$ cat src/rtl/poly_ram_reader_pkg.sv
// Shared definitions for the polynomial RAM reader.
// Holds the RAM word geometry, coefficient packing, counter widths and
// the reader FSM state encoding used by poly_ram_reader and word_fifo2.
package poly_ram_reader_pkg;

  localparam int DATA_W         = 96;
  localparam int ADDR_W         = 8;
  localparam int COEF_W         = 12;
  localparam int COEFS_PER_WORD = DATA_W / COEF_W;
  localparam int POLY_WORDS     = 32;
  // Word counters need one bit beyond ADDR_W so a 256-word run is exact.
  localparam int CNT_W          = ADDR_W + 1;
  localparam int LANE_W         = $clog2(COEFS_PER_WORD);

  typedef enum logic [1:0] {
    ST_IDLE  = 2'd0,
    ST_FETCH = 2'd1,
    ST_DRAIN = 2'd2,
    ST_DONE  = 2'd3
  } state_t;

endpackage

$ cat src/rtl/word_fifo2.sv
// Two-entry synchronous word FIFO.
// Ports:
//   clk, rst        clock and synchronous active-low reset
//   push, push_data write a word at the tail
//   pop             drop the head word
//   pop_data        current head word (valid while !empty)
//   full, empty     occupancy flags
//   count           number of stored words (0..2)
module word_fifo2
  import poly_ram_reader_pkg::*;
#(
  parameter int WIDTH = DATA_W
) (
  input  logic             clk,
  input  logic             rst,
  input  logic             push,
  input  logic [WIDTH-1:0] push_data,
  input  logic             pop,
  output logic [WIDTH-1:0] pop_data,
  output logic             full,
  output logic             empty,
  output logic [1:0]       count
);

  logic [WIDTH-1:0] mem [2];
  logic             wr_ptr_reg;
  logic             rd_ptr_reg;
  logic [1:0]       count_reg;

  // Storage carries no reset; contents are only observed while count > 0.
  always_ff @(posedge clk) begin
    if (push) begin
      mem[wr_ptr_reg] <= push_data;
    end
  end

  always_ff @(posedge clk) begin
    if (!rst) begin
      wr_ptr_reg <= 1'b0;
      rd_ptr_reg <= 1'b0;
      count_reg  <= 2'd0;
    end else begin
      if (push) begin
        wr_ptr_reg <= ~wr_ptr_reg;
      end
      if (pop) begin
        rd_ptr_reg <= ~rd_ptr_reg;
      end
      count_reg <= count_reg + {1'b0, push} - {1'b0, pop};
    end
  end

  assign pop_data = mem[rd_ptr_reg];
  assign full     = (count_reg == 2'd2);
  assign empty    = (count_reg == 2'd0);
  assign count    = count_reg;

  no_overflow: assert property (@(posedge clk) disable iff (!rst) push |-> (!full || pop));
  no_underflow: assert property (@(posedge clk) disable iff (!rst) pop |-> !empty);

endmodule

$ cat src/rtl/poly_ram_reader.sv
// Polynomial RAM reader: fetches word_count RAM words starting at
// r_start_offset and streams their packed coefficients, lowest first,
// on a valid/ready interface.
// Ports:
//   clk, rst            clock and synchronous active-low reset
//   start               run request, honoured only when idle
//   r_start_offset      first RAM word address
//   word_count          words to read (0..256)
//   ram_raddr/ram_rdata RAM read port, data one cycle after address
//   coef_valid/ready    output handshake
//   coef_data           coefficient value
//   coef_index          coefficient position within its polynomial
//   coef_last           final coefficient of the run
//   busy                high while a run is in progress
//   done                one-cycle pulse after the final handshake
module poly_ram_reader
  import poly_ram_reader_pkg::*;
(
  input  logic              clk,
  input  logic              rst,
  input  logic              start,
  input  logic [ADDR_W-1:0] r_start_offset,
  input  logic [CNT_W-1:0]  word_count,
  output logic [ADDR_W-1:0] ram_raddr,
  input  logic [DATA_W-1:0] ram_rdata,
  output logic              coef_valid,
  input  logic              coef_ready,
  output logic [COEF_W-1:0] coef_data,
  output logic [ADDR_W-1:0] coef_index,
  output logic              coef_last,
  output logic              busy,
  output logic              done
);

  state_t              state_reg;
  logic [ADDR_W-1:0]   offset_reg;
  logic [ADDR_W-1:0]   raddr_reg;
  logic [CNT_W-1:0]    count_reg;
  logic [CNT_W-1:0]    issued_reg;
  logic [CNT_W-1:0]    accepted_reg;
  logic [LANE_W-1:0]   lane_reg;
  logic [ADDR_W-1:0]   index_reg;
  // addr_phase_reg: address on the bus this cycle; data_phase_reg: its data
  // is on ram_rdata this cycle and is pushed at the coming edge.
  logic                addr_phase_reg;
  logic                data_phase_reg;
  logic                busy_reg;
  logic                done_reg;

  logic [DATA_W-1:0]   head_word;
  logic                fifo_full;
  logic                fifo_empty;
  logic [1:0]          fifo_count;
  logic [2:0]          occupancy;
  logic                can_issue;
  logic                handshake;
  logic                word_end;
  logic                final_handshake;
  logic [COEF_W-1:0]   lanes [COEFS_PER_WORD];

  // The FIFO head is the word being serialized; it is popped when its
  // last coefficient is accepted, exposing the next word with no bubble.
  word_fifo2 #(.WIDTH(DATA_W)) u_fifo (
    .clk       (clk),
    .rst       (rst),
    .push      (data_phase_reg),
    .push_data (ram_rdata),
    .pop       (word_end),
    .pop_data  (head_word),
    .full      (fifo_full),
    .empty     (fifo_empty),
    .count     (fifo_count)
  );

  generate
    for (genvar gi = 0; gi < COEFS_PER_WORD; gi++) begin : g_lane
      assign lanes[gi] = head_word[gi*COEF_W +: COEF_W];
    end
  endgenerate

  // Stored words plus reads still in the pipeline never exceed two, so a
  // returning read always finds room in the FIFO.
  assign occupancy       = {1'b0, fifo_count} + {2'b00, addr_phase_reg} + {2'b00, data_phase_reg};
  assign can_issue       = !fifo_full && (occupancy < 3'd2);
  assign handshake       = coef_valid && coef_ready;
  assign word_end        = handshake && (lane_reg == LANE_W'(COEFS_PER_WORD - 1));
  assign final_handshake = word_end && (accepted_reg == (count_reg - CNT_W'(1)));

  always_ff @(posedge clk) begin
    if (!rst) begin
      state_reg      <= ST_IDLE;
      offset_reg     <= '0;
      raddr_reg      <= '0;
      count_reg      <= '0;
      issued_reg     <= '0;
      accepted_reg   <= '0;
      lane_reg       <= '0;
      index_reg      <= '0;
      addr_phase_reg <= 1'b0;
      data_phase_reg <= 1'b0;
      busy_reg       <= 1'b0;
      done_reg       <= 1'b0;
    end else begin
      data_phase_reg <= addr_phase_reg;
      addr_phase_reg <= 1'b0;

      if (handshake) begin
        lane_reg  <= lane_reg + LANE_W'(1);
        index_reg <= index_reg + ADDR_W'(1);
        if (word_end) begin
          accepted_reg <= accepted_reg + CNT_W'(1);
        end
      end

      case (state_reg)
        ST_IDLE: begin
          raddr_reg    <= '0;
          lane_reg     <= '0;
          index_reg    <= '0;
          accepted_reg <= '0;
          if (start) begin
            busy_reg <= 1'b1;
            if (word_count == '0) begin
              state_reg <= ST_DONE;
              done_reg  <= 1'b1;
            end else begin
              // First read goes out immediately; the FIFO is empty here.
              state_reg      <= ST_FETCH;
              offset_reg     <= r_start_offset;
              count_reg      <= word_count;
              raddr_reg      <= r_start_offset;
              addr_phase_reg <= 1'b1;
              issued_reg     <= CNT_W'(1);
            end
          end
        end
        ST_FETCH: begin
          if (issued_reg == count_reg) begin
            state_reg <= ST_DRAIN;
          end else if (can_issue) begin
            raddr_reg      <= offset_reg + issued_reg[ADDR_W-1:0];
            addr_phase_reg <= 1'b1;
            issued_reg     <= issued_reg + CNT_W'(1);
          end
        end
        ST_DRAIN: begin
          if (final_handshake) begin
            state_reg <= ST_DONE;
            done_reg  <= 1'b1;
          end
        end
        ST_DONE: begin
          state_reg <= ST_IDLE;
          raddr_reg <= '0;
          busy_reg  <= 1'b0;
          done_reg  <= 1'b0;
        end
        default: begin
          state_reg <= ST_IDLE;
        end
      endcase
    end
  end

  assign ram_raddr  = raddr_reg;
  assign coef_valid = !fifo_empty;
  assign coef_data  = coef_valid ? lanes[lane_reg] : '0;
  assign coef_index = coef_valid ? index_reg : '0;
  assign coef_last  = coef_valid && (lane_reg == LANE_W'(COEFS_PER_WORD - 1))
                      && (accepted_reg == (count_reg - CNT_W'(1)));
  assign busy       = busy_reg;
  assign done       = done_reg;

endmodule

$ cat config.mk
export PLATFORM = sky130hd
export DESIGN_NAME = poly_ram_reader
export DESIGN_NICKNAME = d
export VERILOG_FILES = /design/src/rtl/poly_ram_reader_pkg.sv /design/src/rtl/word_fifo2.sv /design/src/rtl/poly_ram_reader.sv
export SDC_FILE = /design/constraint.sdc
export NUM_CORES = 1
export LEC_CHECK = 0
export ABC_AREA = 1
export CAP_MARGIN = 5
export CORE_MARGIN = 8
export CORE_UTILIZATION = 35
export CTS_CLUSTER_SIZE = 14
export DETAILED_ROUTE_END_ITERATION = 8
export GPL_TIMING_DRIVEN = 0
export PLACE_DENSITY_LB_ADDON = 0.2
export SLEW_MARGIN = 25
export SYNTH_ARGS = -nofsm -noshare
export SYNTH_HDL_FRONTEND = slang
export SYNTH_HIERARCHICAL = 1
export SYNTH_SLANG_ARGS = --single-unit
$ cat constraint.sdc
create_clock -name clk -period 6 [get_ports clk]
set_input_delay 0.6 -clock clk [delete_from_list [all_inputs] [get_ports clk]]
set_output_delay 0.6 -clock clk [all_outputs]
set_load 0.005 [all_outputs]
==> metrics.csv, run 1 <==
metric,value,unit
post-synthesis cell area,0.0117,sq mm
I/O pins,149,
first-pass iteration count of the detailed router,5,
Final Routed Wirelength,29.5,mm
gr usage total,14.9,%
Nets,1351,
Max Clock Skew,0.0201,ns
Flop pwr share,45.6,%
Std-Cell Rows,67,
Cell Pwr Density,326,mW/mm^2
vias in the first global route,8222,
Initial Util,35.2,%
Logic pwr share,21.5,%
#FFs+latches synth,257,
Final Max Slew Viols,0,
drt drc,0,
Iteration-0 DRC Markers,475,
CP startpoint kind,flip-flop,
"Design Area, Final",0.0147,sq mm
Final min period,3.88,ns
fraction of layout cells with a size suffix above 1,14.8,%
Vias,7977,
Synth cell types,46,
internal power,3.43,mW
Pleak,5.27,nW
crit path capture type,output port,
clock share of power,32.9,%
Largest register FFs,192,
Longest Clk Path Bufs,3,
total CTS buffers,29,
Die Area,0.0395,sq mm
WP data arrival,3.28,ns
Top reg by flops,u_fifo/mem,
largest net degree at the start of global routing,54,
switching power share of the total,28.4,%
status,completed,
critical path type,flip-flop to output port,
number of clock sinks,257,
GP Congestion,0.823,
crit-path max FO,10,
antenna violations before repair,0,
routed len/inst,17.5,um
yosys warns,6,
CTS tree,built,
Chip Width,199,um
syn nets,1166,
max cap viols,0,
CTS H-tree depth,1,
Slew @ Worst Pin,0.654,ns
Synth Area per Inst,11.4,sq um
final setup violation count,0,
first-pass GRT wire length,45.9,mm
post-CTS sizing,0,
Area Overhead vs Synth,26.1,%
post-synthesis sequential area ratio,60.5,%
placed cell count,1629,
Hold Path Class,flip-flop to flip-flop,
# Post-CTS Setup Buffers,0,
Die Span Y,199,um
FMAX,258,MHz
Slew headroom,56.3,%
Setup WS pre-CTS,2.75,ns
input/output buffers,148,
hold buffers post-CTS,0,
Clock transition at path regs,0.06,ns
final worst slack,2.12,ns
hpwl dp,22.0,mm
Switch Pwr,1.36,mW
instance count of the mapped netlist,1027,
Root Buffer Master,clkbuf_16,
Core Area,0.0332,sq mm
maximum vdd drop,193,uV
Antenna Nets Post-Route,0,
fin cells,1681,
final hold violations,0,
fillers,3129,
grt ovf,0,
Final period util,64.6,%
clock latency on the worst-skew pair,0.55,ns
WP data required,5.40,ns
RSZ-0062 raised after global routing,false,
"Cell Area, Placed",0.0139,sq mm
drt via density,4.75,
area by class of cell:
cell class              instances  area (sq um)  area share [%]
diodes                          1          2.50          0.0170
inverters                      72           277            1.88
multi-input cells             653          4070            27.6
clock buffers                  37           756            5.13
plain buffers                  45           277            1.88
clock inverters                14          81.3           0.552
well taps                     448           561            3.81
flip-flops and latches        257          7070            48.0
repair buffers                154          1630            11.1
critical path, cell delays in order, from the launching register on:
cell,delay (ns)
dfxtp_1,0.45
clkbuf_1,0.45
clkbuf_1,0.52
nor2_1,0.12
nor2_1,0.13
o21ai_0,0.15
a31oi_1,0.32
clkdlybuf4s50_1,0.57
power by group through the flow:
stage | logic [mW] | registers (mW) | clock network [mW]
after detailed placement | 1.04 | 2.23 | 0
after CTS | 1.05 | 2.19 | 1.63
after global routing | 1.15 | 2.21 | 1.70
after global placement | 1.00 | 2.25 | 0
final | 1.03 | 2.19 | 1.58
after floorplan | 0.620 | 2.22 | 0
stage by stage:
step / total power, mW / hold slack, ns / setup TNS (ns) / utilization, %
floorplan: 2.84 / 0.407 / 0 / -
global placement: 3.25 / 0.414 / -167.68 / 41.3
detailed placement: 3.27 / 0.417 / 0 / 41.8
CTS: 4.86 / 0.430 / 0 / 44.3
global route: 5.06 / 0.438 / 0 / 44.3
finish: 4.80 / 0.431 / 0 / 44.4
placed cells by master (no fill, tap or decap), types with 14 or more instances in the layout:
cell | Yosys | final
nor2_1 | 155 | 154
clkbuf_1 | 23 | 31
o21ai_0 | 93 | 93
nor3_1 | 14 | 14
nand2_1 | 115 | 115
clkdlybuf4s50_1 | 0 | 148
mux2_4 | 40 | 40
clkbuf_16 | 0 | 29
inv_1 | 63 | 62
ha_1 | 21 | 21
mux2_2 | 56 | 56
dfxtp_1 | 65 | 65
a21oi_1 | 45 | 45
edfxtp_1 | 192 | 192
nand3_1 | 29 | 29
routing by layer:
metal / up-vias / GRT usage, % / routed length (um)
li1: 3968 / - / -
met1: 3797 / 20.0 / 13400
met2: 170 / 24.8 / 14000
met3: 42 / 2.54 / 1500
met4: 0 / 3.54 / 594
met5: - / 0 / 0
kinds of logic (layout without fill, tap and decap cells):
family | Yosys count | after routing | synth area share [%]
other cells | 0 | 1 | 0
simple gates | 336 | 336 | 12.3
xor+xnor | 18 | 18 | 1.35
mux | 96 | 96 | 10.5
buf+inv | 117 | 322 | 4.69
fa+ha+maj | 22 | 22 | 2.42
compound gates | 181 | 181 | 8.20
flops | 257 | 257 | 60.5
worst paths after layout:
path | start | to | slack (ns) | cells after the start
setup reg to reg | lane_reg[1]$_SDFFE_PP0P_ | accepted_reg[8]$_SDFFE_PP0P_ | 3.75 | 13
hold reg to reg | addr_phase_reg$_SDFF_PN0_ | data_phase_reg$_SDFF_PN0_ | 0.43 | 2
setup / recovery | lane_reg[0]$_SDFFE_PP0P_ | coef_data[4] | 2.12 | 7
hold / removal | addr_phase_reg$_SDFF_PN0_ | data_phase_reg$_SDFF_PN0_ | 0.43 | 2
Yosys cell counts (all sizes together):
| cell type | number | area share [%] |
|---|---|---|
| nor3b | 5 | 0.32 |
| o21a | 1 | 0.064 |
| nor2 | 158 | 5.2 |
| o31ai | 1 | 0.064 |
| a22o | 1 | 0.075 |
| nor4 | 2 | 0.16 |
| mux2 | 96 | 11 |
| xor2 | 11 | 0.83 |
| a31oi | 12 | 0.64 |
| buf | 22 | 1.6 |
| inv | 70 | 2.3 |
| clkbuf | 23 | 0.74 |
| a211oi | 1 | 0.064 |
| nand2 | 118 | 3.9 |
| xnor2 | 7 | 0.53 |
| nor3 | 16 | 0.83 |
| o22ai | 12 | 0.64 |
| nand4 | 5 | 0.27 |
| fa | 1 | 0.17 |
| nand3 | 32 | 1.6 |
| edfxtp | 192 | 49 |
| dfxtp | 65 | 11 |
| clkinv | 2 | 0.075 |
| o21bai | 1 | 0.064 |
| a21oi | 45 | 1.9 |
| o21ai | 107 | 4.7 |
| ha | 21 | 2.3 |
Power figures use the tool's default switching activity.
==> inputs of run 2 (changes only) <==
==> constraint.sdc (replaced) <==
create_clock -name clk -period 3.95 [get_ports clk]
set_input_delay 0.395 -clock clk [delete_from_list [all_inputs] [get_ports clk]]
set_output_delay 0.395 -clock clk [all_outputs]
set_load 0.005 [all_outputs]
==> run 2 against run 1 <==
Against the previous run: global-route usage is essentially flat; critical path depth did not move; clock power increased by 65%; clock skew down 0.0043 ns; cell area is 0.66% higher; utilization rose by 0.29 points; setup slack lost 1.9 ns; total power increased by 57%; register-to-register slack worse by 2.0 ns; first-iteration DRC count rose by 9.3%; via count is 1.9% higher; critical path type unchanged; largest power group unchanged.
==> metrics.csv, run 2 (same netlist as run 1, synthesis figures left out) <==
metric,value,unit,change
status,completed,,
hold buffers post-CTS,0,,unchanged
fin cells,1686,,+0.30%
Cell Pwr Density,507,mW/mm^2,+56%
vias in the first global route,8219,,-0.036%
maximum vdd drop,305,uV,+58%
Largest register FFs,192,,unchanged
WP data arrival,3.34,ns,+0.06 ns
first-pass GRT wire length,46.0,mm,about the same
total power,7.51,mW,+57%
Pleak,5.31,nW,+0.73%
"commonest non-fill, non-tap cell in the layout",edfxtp_1,,
final setup violation count,0,,unchanged
number of clock sinks,257,,unchanged
max incr delay on CP,0.60,ns,+0.03 ns
I/O pins,149,,unchanged
Max Clock Skew,0.0158,ns,-0.00431 ns
final core utilization,44.6,%,+0.29 points
final worst slack,0.215,ns,-1.91 ns
CTS H-tree depth,1,,unchanged
input/output buffers,148,,unchanged
Clock transition at path regs,0.06,ns,about the same
CP max stage cell,clkdlybuf4s50_1,,
"commonest cells after routing, fill and taps aside","192 x edfxtp_1, 154 x nor2_1, 148 x clkdlybuf4s50_1, 115 x nand2_1, 93 x o21ai_0",,
Std-Cell Rows,67,,unchanged
Die Span Y,199,um,unchanged
largest net degree at the start of global routing,58,,+7.4%
FF-to-FF path depth,13,,unchanged
crit path capture type,output port,,
Area Overhead vs Synth,26.9,%,
WHS,0.417,ns,-0.0143 ns
Final Routed Wirelength,29.8,mm,+1.3%
RSZ-0062 raised after global routing,false,,
gr usage total,14.9,%,+0.037 points
Nets,1351,,unchanged
terminus of the critical flop-to-flop path,accepted_reg[8]$_SDFFE_PP0P_,,
Setup WS pre-CTS,0.879,ns,-1.87 ns
CTS tree,built,,
worst hold start,ram_rdata[9],,
FMAX,268,MHz,
max cap viols,0,,unchanged
# Post-CTS Setup Buffers,0,,unchanged
Worst path depth,7,,unchanged
sum of buffers and inverters on the critical path,3,,unchanged
Slew headroom,57.3,%,+0.98 points
area occupied by multi-input gates,0.00407,sq mm,unchanged
Vias,8131,,+1.9%
Core Area,0.0332,sq mm,unchanged
CP startpoint kind,flip-flop,,
Reg2Reg Launch Point,lane_reg[1]$_SDFFE_PP0P_,,
total CTS buffers,29,,unchanged
Iteration-0 DRC Markers,519,,+9.3%
drt via density,4.82,,+1.6%
drt drc,0,,unchanged
first-pass iteration count of the detailed router,5,,unchanged
antenna violations before repair,3,,+3
critical path type,flip-flop to output port,,
grt ovf,0,,unchanged
Root Buffer Master,clkbuf_16,,
Hold Path End,u_fifo/mem[0][9]$_DFFE_PP_,,
crit-path max FO,10,,unchanged
"Cell Area, Placed",0.0139,sq mm,about the same
Chip Width,199,um,unchanged
Top reg by flops,u_fifo/mem,,
fraction of layout cells with a size suffix above 1,15.0,%,+0.21 points
Initial Util,35.2,%,unchanged
"delay-heaviest family, CP",buffers and inverters,,
GP Congestion,0.809,,-1.6%
"Design Area, Final",0.0148,sq mm,+0.66%
setup TNS,0,ns,unchanged
Hold Path Class,input port to flip-flop,,
hpwl dp,21.7,mm,-1.1%
register area,0.00707,sq mm,unchanged
clock latency on the worst-skew pair,0.56,ns,about the same
worst hold stages,1,,-1
Final period util,94.6,%,
post-CTS sizing,0,,unchanged
Longest Clk Path Bufs,3,,unchanged
R2R Setup Slk,1.75,ns,-2.00 ns
Antenna Nets Post-Route,0,,unchanged
placed cell count,1629,,unchanged
Die Area,0.0395,sq mm,unchanged
WP data required,3.56,ns,-1.84 ns
Final Max Slew Viols,0,,unchanged
CP cell instances,clkbuf_1 > clkbuf_1 > nor2_1 > nor2_1 > o21ai_0 > a31oi_1 > clkdlybuf4s50_1,,
fillers,3157,,+0.89%
Slew @ Worst Pin,0.641,ns,-0.0131 ns
final hold violations,0,,unchanged
Final min period,3.74,ns,
routed len/inst,17.7,um,+0.98%
==> run 2: cell count changes in the layout (fill, tap and decap cells not counted), sizes merged <==
cell	before	now
diode	1	3
clkinvlp	1	2
bufinv	0	2
==> run 2: cell type report <==
class,instances,share of cell area (%)
timing repair buffer,154,11.1
buffer,45,1.87
tap,448,3.78
clock inverter,17,0.996
sequential,257,47.7
clock buffer,37,5.24
antenna,3,0.0507
multi-input combinational,653,27.5
inverter,72,1.87
==> run 2: worst max path at each step <==
| stage | end | slack [ns] | from |
|---|---|---|---|
| 2_1_floorplan | u_fifo/mem[0][0]$_DFFE_PP_ | 0.60 | data_phase_reg$_SDFF_PN0_ |
| 3_3_place_gp | u_fifo/mem[0][57]$_DFFE_PP_ | -1.12 | data_phase_reg$_SDFF_PN0_ |
| 3_5_place_dp | coef_data[3] | 0.88 | lane_reg[0]$_SDFFE_PP0P_ |
| 4_1_cts | coef_data[3] | 0.29 | lane_reg[0]$_SDFFE_PP0P_ |
| 5_1_grt | coef_data[3] | 0.09 | lane_reg[0]$_SDFFE_PP0P_ |
| 6_report | coef_data[3] | 0.21 | lane_reg[0]$_SDFFE_PP0P_ |
==> run 2: where the power goes <==
part | internal [mW] | switching, mW
sequential | 3.19 | 0.134
combinational | 0.683 | 0.898
clock | 1.52 | 1.09
total | 5.39 | 2.12
==> run 2: routing by layer <==
metal / part of all wire, % / GRT usage, %
met1: 46 / 20.2
met3: 5.0 / 2.57
met4: 1.7 / 4.23
met5: 0 / 0
met2: 47 / 24.3
==> run 2: worst register-to-register path, stage by stage, from the launching register on <==
cell and delay, ns:
dfxtp_1 0.57, ha_1 0.24, ha_1 0.14, inv_1 0.08, nor2_4 0.20, inv_2 0.10
nor3_4 0.15, nand3_1 0.12, nor2_1 0.14, nand2_1 0.08, inv_1 0.07, nand3_1 0.06
nand2_1 0.07, nor2_1 0.04
